`src/rtl/serial_w_driver_pkg.sv`:
```
// serial_w_driver_pkg
//   Shared constants for the serial w-line driver and its bit-rate divider:
//   FSM state encodings, the idle level of w, and a constant clog2 helper.
//   No ports (package).
package serial_w_driver_pkg;

  localparam logic [1:0] ST_IDLE  = 2'b00;
  localparam logic [1:0] ST_SHIFT = 2'b01;
  localparam logic [1:0] ST_DONE  = 2'b10;

  // Level held on w between patterns so the downstream detector settles.
  localparam logic W_IDLE = 1'b0;

  // Ceiling log2, usable in constant expressions (clog2(1) == 0).
  function automatic int clog2(input int value);
    int r;
    int v;
    r = 0;
    v = value - 1;
    while (v > 0) begin
      r = r + 1;
      v = v >> 1;
    end
    return r;
  endfunction

endpackage

```
`src/rtl/serial_w_driver_tick_div.sv`:
```
// bit_tick_div
//   Bit-rate divider: counts enabled cycles modulo BIT_DIV and flags the
//   terminal count. Reusable by any later bit-rate stage.
// Ports:
//   Clock  - system clock, rising edge
//   Resetn - asynchronous active-low reset
//   clr    - synchronous clear of the count (wins over en)
//   en     - advance the count this cycle
//   tick   - high when en is set and the count is at BIT_DIV-1
module bit_tick_div
  import serial_w_driver_pkg::*;
#(
  parameter int BIT_DIV = 1
) (
  input  logic Clock,
  input  logic Resetn,
  input  logic clr,
  input  logic en,
  output logic tick
);

  localparam int            CW   = (BIT_DIV > 1) ? clog2(BIT_DIV) : 1;
  localparam logic [CW-1:0] TERM = CW'(BIT_DIV - 1);

  logic [CW-1:0] cnt_q;
  logic [CW-1:0] cnt_d;
  logic          term_s;

  // With BIT_DIV=1 TERM is zero and the count never leaves zero, so tick == en.
  assign term_s = (cnt_q == TERM);
  assign tick   = en & term_s;

  // Next count: clear, wrap at terminal, or advance while enabled.
  always_comb begin
    cnt_d = cnt_q;
    if (clr) begin
      cnt_d = '0;
    end else if (en) begin
      if (term_s) begin
        cnt_d = '0;
      end else begin
        cnt_d = cnt_q + CW'(1);
      end
    end else begin
      cnt_d = cnt_q;
    end
  end

  // Count register.
  always_ff @(posedge Clock or negedge Resetn) begin
    if (!Resetn) begin
      cnt_q <= '0;
    end else begin
      cnt_q <= cnt_d;
    end
  end

endmodule

```
`src/rtl/serial_w_driver.sv`:
```
// serial_w_driver
//   Loads a parallel pattern word and serialises it MSB-first onto w, each
//   bit held BIT_DIV clocks, with a busy/done handshake. w idles low.
//   Optional feature macro SERIAL_W_PARITY_EN: appends one even-parity bit
//   (XOR of the captured word) after the data bits.
// Ports:
//   Clock  - system clock, rising edge
//   Resetn - asynchronous active-low reset
//   start  - launch request, honoured only in IDLE without abort
//   abort  - synchronous cancel of an in-progress pattern
//   data   - pattern word, captured on an accepted start
//   w      - serial bit to the downstream detector (registered)
//   busy   - high while bits are being driven (registered)
//   done   - one-cycle pulse after the last bit (registered)
//   st     - current state encoding for debug
module serial_w_driver
  import serial_w_driver_pkg::*;
#(
  parameter int WIDTH   = 8,
  parameter int BIT_DIV = 1
) (
  input  logic             Clock,
  input  logic             Resetn,
  input  logic             start,
  input  logic             abort,
  input  logic [WIDTH-1:0] data,
  output logic             w,
  output logic             busy,
  output logic             done,
  output logic [1:0]       st
);

`ifdef SERIAL_W_PARITY_EN
  localparam int NBITS = WIDTH + 1;
`else
  localparam int NBITS = WIDTH;
`endif
  localparam int             BCW  = clog2(WIDTH + 1);
  localparam logic [BCW-1:0] LAST = BCW'(NBITS - 1);

  logic [1:0]       state_q, state_d;
  logic [NBITS-1:0] shreg_q, shreg_d;
  logic [BCW-1:0]   bit_cnt_q, bit_cnt_d;
  logic             w_q, w_d;
  logic             busy_q, busy_d;
  logic             done_q, done_d;
  logic [NBITS-1:0] load_s;
  logic             div_en_s;
  logic             div_clr_s;
  logic             tick_s;

`ifdef SERIAL_W_PARITY_EN
  assign load_s = {data, ^data};
`else
  assign load_s = data;
`endif

  // Divider runs only in SHIFT; any other state or an abort restarts it.
  assign div_en_s  = (state_q == ST_SHIFT);
  assign div_clr_s = (state_q != ST_SHIFT) | abort;

  bit_tick_div #(
    .BIT_DIV (BIT_DIV)
  ) u_tick (
    .Clock  (Clock),
    .Resetn (Resetn),
    .clr    (div_clr_s),
    .en     (div_en_s),
    .tick   (tick_s)
  );

  // FSM next state, shift register and bit counter.
  always_comb begin
    state_d   = state_q;
    shreg_d   = shreg_q;
    bit_cnt_d = bit_cnt_q;
    case (state_q)
      ST_IDLE: begin
        if (start && !abort) begin
          state_d   = ST_SHIFT;
          shreg_d   = load_s;
          bit_cnt_d = '0;
        end else begin
          state_d = ST_IDLE;
        end
      end
      ST_SHIFT: begin
        if (abort) begin
          state_d   = ST_IDLE;
          shreg_d   = '0;
          bit_cnt_d = '0;
        end else if (tick_s) begin
          if (bit_cnt_q == LAST) begin
            state_d = ST_DONE;
          end else begin
            shreg_d   = shreg_q << 1;
            bit_cnt_d = bit_cnt_q + BCW'(1);
          end
        end else begin
          state_d = ST_SHIFT;
        end
      end
      ST_DONE: begin
        // start and abort are both ignored here; done always completes.
        state_d   = ST_IDLE;
        shreg_d   = '0;
        bit_cnt_d = '0;
      end
      default: begin
        state_d   = ST_IDLE;
        shreg_d   = '0;
        bit_cnt_d = '0;
      end
    endcase
  end

  // Outputs are decoded from the next state so they register with it,
  // putting data[MSB] on w in the same cycle SHIFT is entered.
  always_comb begin
    w_d    = W_IDLE;
    busy_d = 1'b0;
    done_d = 1'b0;
    if (state_d == ST_SHIFT) begin
      w_d    = shreg_d[NBITS-1];
      busy_d = 1'b1;
    end else if (state_d == ST_DONE) begin
      done_d = 1'b1;
    end else begin
      w_d = W_IDLE;
    end
  end

  // State, datapath and output registers.
  always_ff @(posedge Clock or negedge Resetn) begin
    if (!Resetn) begin
      state_q   <= ST_IDLE;
      shreg_q   <= '0;
      bit_cnt_q <= '0;
      w_q       <= W_IDLE;
      busy_q    <= 1'b0;
      done_q    <= 1'b0;
    end else begin
      state_q   <= state_d;
      shreg_q   <= shreg_d;
      bit_cnt_q <= bit_cnt_d;
      w_q       <= w_d;
      busy_q    <= busy_d;
      done_q    <= done_d;
    end
  end

  assign w    = w_q;
  assign busy = busy_q;
  assign done = done_q;
  assign st   = state_q;

endmodule

```
`config.mk`:
```
export PLATFORM = sky130hd
export DESIGN_NAME = serial_w_driver
export DESIGN_NICKNAME = d
export VERILOG_FILES = /design/src/rtl/serial_w_driver_pkg.sv /design/src/rtl/serial_w_driver_tick_div.sv /design/src/rtl/serial_w_driver.sv
export SDC_FILE = /design/constraint.sdc
export NUM_CORES = 1
export LEC_CHECK = 0
export CAP_MARGIN = 25
export CORE_MARGIN = 2
export CORE_UTILIZATION = 51
export CTS_BUF_LIST = sky130_fd_sc_hd__clkbuf_16
export DETAILED_ROUTE_END_ITERATION = 10
export PLACE_DENSITY = 0.8
export REMOVE_ABC_BUFFERS = 1
export SKIP_CTS_REPAIR_TIMING = 1
export SYNTH_ARGS = -nofsm -noshare
export SYNTH_HDL_FRONTEND = slang
export SYNTH_SLANG_ARGS = --single-unit
```
`constraint.sdc`:
```
create_clock -name Clock -period 3.85 [get_ports Clock]
set_clock_uncertainty 0.05 [all_clocks]
set_input_delay 0.77 -clock Clock [delete_from_list [all_inputs] [get_ports Clock]]
set_output_delay 0.77 -clock Clock [all_outputs]
set_load 0.05 [all_outputs]
```
==> results_dict.tcl <==
set metrics [dict create \
    status "finished clean" \
    drive_above_1_share_pct 10.1 \
    p_total_mw 0.481 \
    gr-total-overflow 0 \
    r2r_cells 4 \
    worst_skew_pair.late_latency_ns 0.24 \
    cts_buffers 3 \
    ys_warn_count 0 \
    grt_pass1_wl_um 2580 \
    cp.buffers_inverters 1 \
    power.density_nw_per_um2 480 \
    worstPathArrival_ns 1.42 \
    synth_cell_types 24 \
    antenna_cells 0 \
    numClockSinks 16 \
    cp_data_required_time_ns 3.03 \
    synth_top_cell_area_share_pct 51.4 \
    synthArstFlopShare_pct 100 \
    path_delay_family "buffers and inverters" \
    place_ws_ns 1.52 \
    synth_common_cells "dfrtp_1, mux2i_1, o22ai_1" \
    drc_errors 0 \
    hp-start "shreg_q[0]" \
    syn_inst 65 \
    synth_enable_flop_cells 0 \
    yosysSeqAreaShare_pct 51.4 \
    cp_slowest_cell "clkdlybuf4s50_1" \
    slowest_delay_ns 0.82 \
    worstSetupStartpoint "st[0]" \
    postPlaceCellArea_um2 926 \
    grt_usage_pct 19.0 \
    die_h_um 43.1 \
    clockBufferDepth 2 \
    rsz0062_at_grt "false" \
    dieArea_um2 1860 \
    maxSlewViolCount 0 \
    muxShareOfSynthArea_pct 16.9 \
    synth_most_common_cell "dfrtp_1" \
    syn_to_final_growth_pct 28.4 \
    synth.top_cells.by_area "dfrtp_1, mux2i_1, o22ai_1" \
    worst-path-stages 1 \
    first_pass_iters 3 \
    switching_share_pct 23.9 \
    wirelength_um 1500 \
    setup_violations 0 \
    fin_nets 94 \
    yosysTopAreaCell "dfrtp_1" \
    row_count 14 \
    ant_nets 0 \
    wl_per_cell_um 15.8 \
    critical_path_class "flip-flop to output port" \
    ys_seq_elements 16 \
    die_w_um 43.1 \
    path_clk_slew_ns 0.04 \
    power_leakage_nw 0.498 \
    crit_chain "clkdlybuf4s50_1" \
    cts_tree "built" \
    root_buffer "clkbuf_16" \
    cp_max_fo 3 \
    drtIter0Drc 6 \
    worst_slew_pin_slew_ns 0.689 \
    final.setup.tns_ns 0 \
    io_buffers 16 \
    fmax_ghz 0.446 \
    peakVddDrop_uv 361 \
    crit_path_start_kind "flip-flop" \
    synth_top_family_by_area "multiplexers" \
    ys.flop_type "dfrtp_1" \
    drv_cap 0 \
    postSynthAreaPerCell_um2 12.0 \
    synth_xor_area_share_pct 0 \
    p_seq_share_pct 42.4 \
    yosys.area_share.simple_pct 11.2 \
    synth_compound_area_share_pct 14.6 \
    dp.final_hpwl_um 984 \
    netlist_area_um2 779 \
    vias_per_cell 5.69 \
    gp_congestion 0.806 \
    clkPwrFrac_pct 39.9 \
    internal-power_mw 0.366 \
    hold_class "flip-flop to flip-flop" \
    grt_max_degree 17 \
    min_period_over_period_pct 58.2 \
    p_comb_share_pct 17.7 \
    antenna_found_initial 0 \
    fillers 118 \
    fin_ws_ns 1.61 \
    cts-htree-levels 1 \
    design_area_um2 1000 \
    cp-end-kind "output port" \
    min_period_ns 2.24 \
    io_pins 17 \
    final-hold-violation-count 0 \
    r2r_start "bit_cnt_q[0]" \
    core_um2 1470 \
    holdPathStages 1 \
    switchingPower_mw 0.115 \
    slew-limit-headroom_pct 53.9 \
    grt_pass1_vias 572 \
    hold_ws_ns 0.460 \
    synth_adder_area_share_pct 1.61 \
    start_util_pct 53.0 \
    vias 541 \
]
flip-flops by register name, indices dropped and copies added (netlist names):
name and cells:
done 1, st 2, shreg_q 7, bit_cnt_q 4, w 1, busy 1
layer usage:
| layer | track usage (%) | vias up | wire [um] |
|---|---|---|---|
| met5 | 0 | - | 0 |
| met2 | 32.5 | 11 | 750 |
| met1 | 22.5 | 259 | 674 |
| met3 | 5.11 | 2 | 66 |
| met4 | 7.27 | 0 | 11 |
| li1 | - | 269 | - |
power groups by stage:
stage	clock network [mW]	logic [mW]	registers, mW
after detailed placement	0	0.0844	0.205
after global routing	0.207	0.0930	0.206
final	0.192	0.0853	0.204
after floorplan	0	0.0437	0.213
after global placement	0	0.0826	0.204
after CTS	0.195	0.0868	0.203
final cells by class:
class / instances / area [um2] / area share (%)
sequential: 16 / 400 / 40.0
multi-input combinational: 44 / 345 / 34.5
timing repair buffer: 16 / 160 / 16.0
clock buffer: 3 / 75.1 / 7.50
tap: 16 / 20.0 / 2.00
worst paths after layout:
path / to / slack (ns)
worst max-delay path: st[0] / 1.61
worst min-delay path: shreg_q[0] / 0.46
worst max register to register: busy / 1.98
worst min register to register: shreg_q[0] / 0.46
max in group asynchronous: shreg_q[6] / 2.41
min in group asynchronous: done / 0.90
cell families after synthesis:
kind of cell             count (synthesis)
flip-flops                              16
AO/OA/AOI/OAI                           15
AND/OR/NAND/NOR                         15
multiplexers                            13
buffers and inverters                    5
adder cells (fa/ha/maj)                  1
stage by stage:
step	std cells	util [%]
floorplan	60	-
global placement	92	62.9
detailed placement	92	62.9
CTS	95	68.0
global route	95	68.0
finish	95	68.0
placed cells by master, fill, tap and decap left out, types with 2 or more instances in the layout:
master,count
or2_2,2
mux2i_1,12
clkdlybuf4s50_1,16
nor2_1,5
dfrtp_1,16
clkbuf_16,3
o22ai_1,7
a22o_1,3
Power figures use the tool's default switching activity.
